==> src/rtl/modport_apb_pkg.sv <==
// Shared register map for the modport APB slave.
// Holds the register offsets, reset values, CTRL write mask and the decoded register select type.
package modport_apb_pkg;

  localparam logic [31:0] CTRL_ADDR = 32'h0000_0000;
  localparam logic [31:0] REG1_ADDR = 32'h0000_0004;
  localparam logic [31:0] REG2_ADDR = 32'h0000_0008;
  localparam logic [31:0] REG3_ADDR = 32'h0000_000C;
  localparam logic [31:0] ID_ADDR   = 32'h0000_0010;

  localparam logic [31:0] CTRL_RESET = 32'h0000_0000;
  localparam logic [31:0] REG1_RESET = 32'h0000_0000;
  localparam logic [31:0] REG2_RESET = 32'h1234_5678;
  localparam logic [31:0] REG3_RESET = 32'hFFFF_0000;

  // Only CTRL[7:0] is implemented; upper bits are dropped on write and read back as 0.
  localparam logic [31:0] CTRL_WMASK = 32'h0000_00FF;

  localparam logic [31:0] ID_VALUE = 32'h0A9B_0001;

  typedef enum logic [2:0] {
    SelCtrl,
    SelReg1,
    SelReg2,
    SelReg3,
    SelId,
    SelNone
  } reg_sel_e;

endpackage

==> src/rtl/modport_apb_regfile.sv <==
// Register storage for the APB slave: address decode, write enables and combinational read mux.
// Writes and the synchronous reset both land on the posedge of pclk; reset wins.
module modport_apb_regfile
  import modport_apb_pkg::*;
#(
  parameter int unsigned ADDR_WIDTH = 32,
  parameter int unsigned DATA_WIDTH = 32
) (
  input  logic                  pclk,
  input  logic                  presetn,
  input  logic                  wr_en,
  input  logic [ADDR_WIDTH-1:0] addr,
  input  logic [DATA_WIDTH-1:0] wdata,
  output logic [DATA_WIDTH-1:0] rdata
);

  localparam logic [ADDR_WIDTH-1:0] AddrCtrl = ADDR_WIDTH'(CTRL_ADDR);
  localparam logic [ADDR_WIDTH-1:0] AddrReg1 = ADDR_WIDTH'(REG1_ADDR);
  localparam logic [ADDR_WIDTH-1:0] AddrReg2 = ADDR_WIDTH'(REG2_ADDR);
  localparam logic [ADDR_WIDTH-1:0] AddrReg3 = ADDR_WIDTH'(REG3_ADDR);
  localparam logic [ADDR_WIDTH-1:0] AddrId   = ADDR_WIDTH'(ID_ADDR);

  localparam logic [DATA_WIDTH-1:0] CtrlMask  = DATA_WIDTH'(CTRL_WMASK);
  localparam logic [DATA_WIDTH-1:0] CtrlReset = DATA_WIDTH'(CTRL_RESET);
  localparam logic [DATA_WIDTH-1:0] Reg1Reset = DATA_WIDTH'(REG1_RESET);
  localparam logic [DATA_WIDTH-1:0] Reg2Reset = DATA_WIDTH'(REG2_RESET);
  localparam logic [DATA_WIDTH-1:0] Reg3Reset = DATA_WIDTH'(REG3_RESET);
  localparam logic [DATA_WIDTH-1:0] IdValue   = DATA_WIDTH'(ID_VALUE);

  reg_sel_e sel;

  logic [DATA_WIDTH-1:0] ctrl_q, ctrl_d;
  logic [DATA_WIDTH-1:0] reg1_q, reg1_d;
  logic [DATA_WIDTH-1:0] reg2_q, reg2_d;
  logic [DATA_WIDTH-1:0] reg3_q, reg3_d;

  // Full-width compare, so misaligned or aliased addresses fall through to SelNone.
  always_comb begin
    sel = SelNone;
    if (addr == AddrCtrl) begin
      sel = SelCtrl;
    end else if (addr == AddrReg1) begin
      sel = SelReg1;
    end else if (addr == AddrReg2) begin
      sel = SelReg2;
    end else if (addr == AddrReg3) begin
      sel = SelReg3;
    end else if (addr == AddrId) begin
      sel = SelId;
    end
  end

  always_comb begin
    ctrl_d = ctrl_q;
    reg1_d = reg1_q;
    reg2_d = reg2_q;
    reg3_d = reg3_q;
    if (wr_en) begin
      case (sel)
        SelCtrl: ctrl_d = wdata & CtrlMask;
        SelReg1: reg1_d = wdata;
        SelReg2: reg2_d = wdata;
        SelReg3: reg3_d = wdata;
        default: ;
      endcase
    end
  end

  always_ff @(posedge pclk) begin
    if (!presetn) begin
      ctrl_q <= CtrlReset;
      reg1_q <= Reg1Reset;
      reg2_q <= Reg2Reset;
      reg3_q <= Reg3Reset;
    end else begin
      ctrl_q <= ctrl_d;
      reg1_q <= reg1_d;
      reg2_q <= reg2_d;
      reg3_q <= reg3_d;
    end
  end

  always_comb begin
    rdata = '0;
    case (sel)
      SelCtrl: rdata = ctrl_q;
      SelReg1: rdata = reg1_q;
      SelReg2: rdata = reg2_q;
      SelReg3: rdata = reg3_q;
      SelId:   rdata = IdValue;
      default: rdata = '0;
    endcase
  end

endmodule

==> src/rtl/modport_apb_slave.sv <==
// Zero-wait-state APB3 slave: phase decode and registered prdata in front of the register file.
// prdata is captured in the read setup phase so it is stable for the whole access phase.
module modport_apb_slave
  import modport_apb_pkg::*;
#(
  parameter int unsigned ADDR_WIDTH = 32,
  parameter int unsigned DATA_WIDTH = 32
) (
  input  logic                  pclk,
  input  logic                  presetn,
  input  logic                  psel,
  input  logic                  penable,
  input  logic                  pwrite,
  input  logic [ADDR_WIDTH-1:0] paddr,
  input  logic [DATA_WIDTH-1:0] pwdata,
  output logic [DATA_WIDTH-1:0] prdata
);

  logic                  wr_access;
  logic                  rd_setup;
  logic [DATA_WIDTH-1:0] rf_rdata;
  logic [DATA_WIDTH-1:0] prdata_q, prdata_d;

  assign wr_access = psel & penable & pwrite;
  assign rd_setup  = psel & ~penable & ~pwrite;

  modport_apb_regfile #(
    .ADDR_WIDTH(ADDR_WIDTH),
    .DATA_WIDTH(DATA_WIDTH)
  ) u_regfile (
    .pclk   (pclk),
    .presetn(presetn),
    .wr_en  (wr_access),
    .addr   (paddr),
    .wdata  (pwdata),
    .rdata  (rf_rdata)
  );

  always_comb begin
    prdata_d = prdata_q;
    if (rd_setup) begin
      prdata_d = rf_rdata;
    end
  end

  always_ff @(posedge pclk) begin
    if (!presetn) begin
      prdata_q <= '0;
    end else begin
      prdata_q <= prdata_d;
    end
  end

  assign prdata = prdata_q;

endmodule

==> config.mk <==
export PLATFORM = sky130hd
export DESIGN_NAME = modport_apb_slave
export DESIGN_NICKNAME = d
export VERILOG_FILES = /design/src/rtl/modport_apb_pkg.sv /design/src/rtl/modport_apb_regfile.sv /design/src/rtl/modport_apb_slave.sv
export SDC_FILE = /design/constraint.sdc
export NUM_CORES = 1
export LEC_CHECK = 0
export CAP_MARGIN = 10
export CORE_MARGIN = 2
export CORE_UTILIZATION = 51
export DETAILED_ROUTE_END_ITERATION = 7
export DONT_BUFFER_PORTS = 1
export GPL_TIMING_DRIVEN = 1
export HOLD_SLACK_MARGIN = 0.1
export PLACE_DENSITY = 0.68
export SLEW_MARGIN = 30
export SYNTH_ARGS = -nofsm -noshare
export SYNTH_HDL_FRONTEND = slang
export SYNTH_SLANG_ARGS = --single-unit
export TNS_END_PERCENT = 30
==> constraint.sdc <==
create_clock -name pclk -period 2.35 [get_ports pclk]
set_input_delay 0.3525 -clock pclk [delete_from_list [all_inputs] [get_ports pclk]]
set_output_delay 0.3525 -clock pclk [all_outputs]
set_load 0.005 [all_outputs]
==> flow_summary.json, run 1 <==
{
  "outcome": "finished, final reports clean",
  "tns_ns": 0,
  "final_cells": 861,
  "yosys.area.top_type": "dfxtp_1",
  "synth-edff-count": 0,
  "stdcell_area_mm2": 0.00686,
  "die_area_mm2": 0.0119,
  "hp-class": "in -> reg",
  "critical_path_arrival_ns": 2.34,
  "synth_cells": 673,
  "min_period_ns": 1.92,
  "pwr_density_cell_mw_per_mm2": 760,
  "synthDistinctLibCells": 41,
  "crit_family": "simple AND/OR/NAND/NOR gates",
  "yosys_warnings": 0,
  "area_growth_pct": 21.5,
  "synth_nets": 742,
  "path_class": "in -> reg",
  "synthTopCellsByArea": "dfxtp_1 (48%), nand2_1 (12%), nand3_1 (7.6%), o21ai_0 (5.8%), mux2_2 (4.8%)",
  "drt-initial-drc-count": 361,
  "finalHoldViolations": 0,
  "drc": 0,
  "synth_top_area_share": 0.482,
  "critPathBufInv": 2,
  "syn_area_mm2": 0.00565,
  "clkLatencyLatePin_ns": 0.54,
  "cp_slowest_cell": "dlygate4sd3_1",
  "dp_cells": 774,
  "grt_pass1_wl_um": 24700,
  "crit_chain": "nor4b_4, and2b_1, nand4_1, buf_4, nand2_1, nand3_1, dlygate4sd3_1",
  "peakVddDrop_uv": 642,
  "grt_use_met1": 0.334,
  "die_h_um": 109,
  "leakagePower_nw": 2.35,
  "cts_buffer_depth": 2,
  "synth_common_cells": "nand2_1 (179), dfxtp_1 (136), nand3_1 (86)",
  "grt_max_degree": 113,
  "n_antenna_cell": 0,
  "cts_tree": "done",
  "finalClockSkew_ns": 0.00488,
  "numCtsBuffers": 17,
  "ioPinCount": 101,
  "firstDrtPassIters": 5,
  "cts_num_sinks": 136,
  "use_met3": 0.0897,
  "fillCellCount": 922,
  "max_freq_mhz": 521,
  "end_kind": "register",
  "cts.clk_slew.worst_paths_ns": 0.06,
  "cts_resized": 0,
  "top_usage_layer": "met2",
  "slew_headroom": 0.627,
  "maxCapViolations": 0,
  "place_congestion": 0.816,
  "setup_violations": 0,
  "final_max_slew_viol_count": 0,
  "vias": 5023,
  "start_kind": "input port",
  "grt_setup_unrepaired": "no",
  "io_buffers": 0,
  "synthArstFlopShare": 0,
  "ys_seq_area_frac": 0.482,
  "vias_per_cell": 5.83,
  "tightest_slew_ns": 0.558,
  "final.period_utilization": 0.817,
  "die_w_um": 109,
  "wl_per_cell_um": 18.0,
  "nets": 777,
  "fin_util": 0.633,
  "grt_usage": 0.274,
  "layout-drive-gt1-share": 0.135,
  "start_util": 0.521,
  "required_ns": 2.77,
  "antenna_found_initial": 0,
  "synthFlopType": "dfxtp_1",
  "dp_hpwl_um": 8810,
  "core_area_mm2": 0.0108,
  "use_met2": 0.447,
  "max_stage_delay_ns": 0.58,
  "first_global_vias": 4897,
  "yosysMostFrequentCell": "nand2_1",
  "critPathMaxFanout": 40,
  "ant_nets": 0,
  "clock-root-buffer": "clkbuf_8",
  "overflow": 0,
  "routed_wirelength_um": 15500,
  "rows": 38,
  "place_area_mm2": 0.00569,
  "synth_seq_cells": 136,
  "htreeDepth": 4,
  "syn_area_per_cell_um2": 8.39
}
==> state kept, by name, indices dropped and copies added (netlist names) <==
register,cells
u_regfile.reg1_q,32
prdata,32
u_regfile.reg2_q,32
u_regfile.reg3_q,32
u_regfile.ctrl_q,8
==> path summary, 6_finish.rpt <==
path	start	to	slack (ns)	cells after the start
worst max-delay path	paddr[4]	u_regfile.reg2_q[14]	0.43	7
worst min-delay path	presetn	u_regfile.reg2_q[20]	0.22	2
worst max register to register	u_regfile.reg2_q[14]	u_regfile.reg2_q[14]	1.21	3
worst min register to register	u_regfile.reg2_q[31]	u_regfile.reg2_q[31]	0.45	2
==> cell families after synthesis <==
family                 share of synthesized area
buffers and inverters                     0.0567
AND/OR/NAND/NOR                            0.248
multiplexers                              0.0479
AO/OA/AOI/OAI                              0.165
flip-flops                                 0.482
==> per-layer routing <==
layer | wire [um] | vias up
met5 | 0 | -
met4 | 295 | 0
met3 | 1010 | 27
met2 | 7570 | 147
met1 | 6590 | 2410
li1 | - | 2439
==> timing repair <==
item | 4_1_cts | 5_1_grt
hold buffers | 55 | 0
buffers inserted | 0 | 0
endpoints found under the hold margin | 104 | 0
setup endpoints to repair | 0 | 0
==> placed cells by master, fill, tap and decap left out, types with 4 or more instances in the layout <==
| cell type | instances |
|---|---|
| dlygate4sd3_1 | 54 |
| nand3_1 | 86 |
| a21oi_1 | 19 |
| and4_1 | 4 |
| clkbuf_16 | 16 |
| clkinv_2 | 5 |
| nand2_1 | 179 |
| a221oi_1 | 8 |
| buf_4 | 17 |
| a222oi_1 | 7 |
| o21ai_0 | 65 |
| bufinv_16 | 4 |
| o21ai_1 | 16 |
| nor4_1 | 7 |
| dfxtp_1 | 136 |
| nand2_2 | 5 |
| mux2_2 | 24 |
| a22oi_1 | 18 |
| a21oi_2 | 9 |
| a311oi_1 | 7 |
==> layout make-up <==
class                           count  area [um^2]  share of cell area
Clock buffer                       19          432              0.0629
Inverter                            1         3.75            0.000547
Multi-Input combinational cell    478         2620               0.381
Tap cell                          140          175              0.0255
Timing Repair Buffer               74          736               0.107
Sequential cell                   136         2720               0.397
Clock inverter                     13          176              0.0257
==> power breakdown <==
| part | leakage [nW] | internal (mW) | switching [mW] |
|---|---|---|---|
| Clock | 0.294 | 1.74 | 0.989 |
| Sequential | 1.10 | 2.31 | 0.0000000000679 |
| Combinational | 0.961 | 0.0754 | 0.102 |
| Total | 2.35 | 4.12 | 1.09 |
==> per-stage QoR <==
step	setup WS, ns	hold WS, ns	power (mW)
detailed placement	0.283	0.442	2.44
finish	0.429	0.218	5.22
CTS	0.503	0.210	5.24
global placement	0.302	0.435	2.44
floorplan	0.290	0.428	2.45
global route	0.272	0.210	5.38
==> worst reg2reg max path, delay by kind of cell, from the launching register on <==
| family | cells | cell delay [ns] |
|---|---|---|
| AND/OR/NAND/NOR | 2 | 0.14 |
| buffers and inverters | 1 | 0.58 |
| flip-flops | 1 | 0.31 |
(Power assumes the default switching activity.)
==> inputs of run 2 (changes only) <==
- clock period: 2.35 -> 1.94 ns (I/O delays scaled with it)
==> flow_summary.json, run 2 (synthesis results as in run 1) <==
{
  "wl_per_cell_um": 18.1,
  "fin_total_pwr_mw": 6.52,
  "dp_hpwl_um": 8950,
  "ioPinCount": 101,
  "peakVddDrop_uv": 765,
  "dp_slack_ns": 0.00909,
  "firstDrtPassIters": 5,
  "crit_top_cell": "and4_2",
  "area_growth_pct": 28.5,
  "critical_path_arrival_ns": 2.26,
  "critPathMaxFanout": 34,
  "ant_nets": 0,
  "start_kind": "input port",
  "outcome": "finished, final reports clean",
  "cts_num_sinks": 136,
  "drc": 0,
  "final_cell_mix": "nand2_1 (179), dfxtp_1 (136), nand3_1 (86), dlygate4sd3_1 (76), o21ai_0 (65)",
  "slew_headroom": 0.707,
  "critPathBufInv": 2,
  "max_freq_mhz": 555,
  "die_area_mm2": 0.0119,
  "stdcell_area_mm2": 0.00725,
  "final_max_slew_viol_count": 0,
  "vias_per_cell": 5.89,
  "die_w_um": 109,
  "fin_util": 0.669,
  "end_kind": "register",
  "tightest_slew_ns": 0.439,
  "setup_violations": 0,
  "cts.clk_slew.worst_paths_ns": 0.06,
  "die_h_um": 109,
  "final_cells": 889,
  "clkLatencyLatePin_ns": 0.53,
  "maxCapViolations": 0,
  "final.period_utilization": 0.928,
  "rows": 38,
  "grt_max_degree": 90,
  "start_util": 0.521,
  "place_area_mm2": 0.00582,
  "clock-root-buffer": "clkbuf_8",
  "numCtsBuffers": 17,
  "setup_slack_ns": 0.140,
  "antenna_found_initial": 0,
  "crit_chain": "nor4_1, and4_2, and4_2, buf_12, nand3_1, dlygate4sd3_1, o21ai_0",
  "required_ns": 2.40,
  "routed_wirelength_um": 16100,
  "cp_slowest_cell": "dlygate4sd3_1",
  "io_buffers": 0,
  "core_area_mm2": 0.0108,
  "dp_cells": 780,
  "grt_usage": 0.284,
  "whs_ns": 0.131,
  "max_stage_delay_ns": 0.58,
  "grt_pass1_wl_um": 25900,
  "cts_tree": "done",
  "drt-initial-drc-count": 315,
  "cts_buffer_depth": 2,
  "hp-class": "in -> reg",
  "vias": 5239,
  "layout-drive-gt1-share": 0.136,
  "path_class": "in -> reg",
  "grt_setup_unrepaired": "no",
  "mostFrequentLayoutCell": "nand2_1",
  "tns_ns": 0,
  "pwr_density_cell_mw_per_mm2": 899,
  "finalHoldViolations": 0,
  "crit_family": "simple AND/OR/NAND/NOR gates",
  "nets": 805,
  "place_congestion": 0.775,
  "htreeDepth": 4,
  "leakagePower_nw": 2.47,
  "n_antenna_cell": 0,
  "first_global_vias": 5328,
  "min_period_ns": 1.80,
  "overflow": 0,
  "finalClockSkew_ns": 0.00468
}
[run 2: changes by cell type in the layout (fill, tap and decap cells not counted), moves of 2 or more]
cell	previous run	this run
clkbuf_8	2	5
clkinv_2	5	3
dlygate4sd3_1	54	76
clkbuf_1	1	3
buf_12	2	9
clkinvlp_4	3	0
[run 2: per-layer routing]
layer,wire [um],GRT usage,share of wire
met2,7970,0.479,0.49
met3,1300,0.0921,0.081
met1,6460,0.325,0.40
met5,0,0,0
met4,373,0.133,0.023
[run 2: cell type report]
cell class | count | area (um^2)
Clock inverter | 8 | 165
Sequential cell | 136 | 2720
Fill cell | 888 | 3590
Multi-Input combinational cell | 478 | 2620
Clock buffer | 24 | 480
Timing Repair Buffer | 102 | 1090
Tap cell | 140 | 175
Inverter | 1 | 3.75
[run 2: what timing repair did]
action | in CTS | in global routing
resized for setup | 0 | 1
endpoints found under the setup margin | 0 | 1
hold buffers | 77 | 0
setup buffers | 0 | 0
hold endpoints to repair | 104 | 0
[run 2: final timing paths]
check	start	to	slack [ns]	depth (start not counted)
max	paddr[30]	u_regfile.reg1_q[30]	0.14	7
max reg2reg	u_regfile.reg3_q[16]	u_regfile.reg3_q[16]	0.79	3
min	presetn	prdata[12]	0.13	3
min reg2reg	u_regfile.reg3_q[5]	u_regfile.reg3_q[5]	0.45	2
[run 2: worst reg2reg max path: cells and delay by family (launching register included)]
family | cells | cell delay [ns]
buffers and inverters | 1 | 0.57
flip-flops | 1 | 0.32
AND/OR/NAND/NOR | 2 | 0.15
[run 2: power breakdown]
part | total [mW] | switching [mW] | internal (mW)
Clock | 3.52 | 1.17 | 2.35
Sequential | 2.79 | 0.0000000000826 | 2.79
Combinational | 0.211 | 0.117 | 0.0939
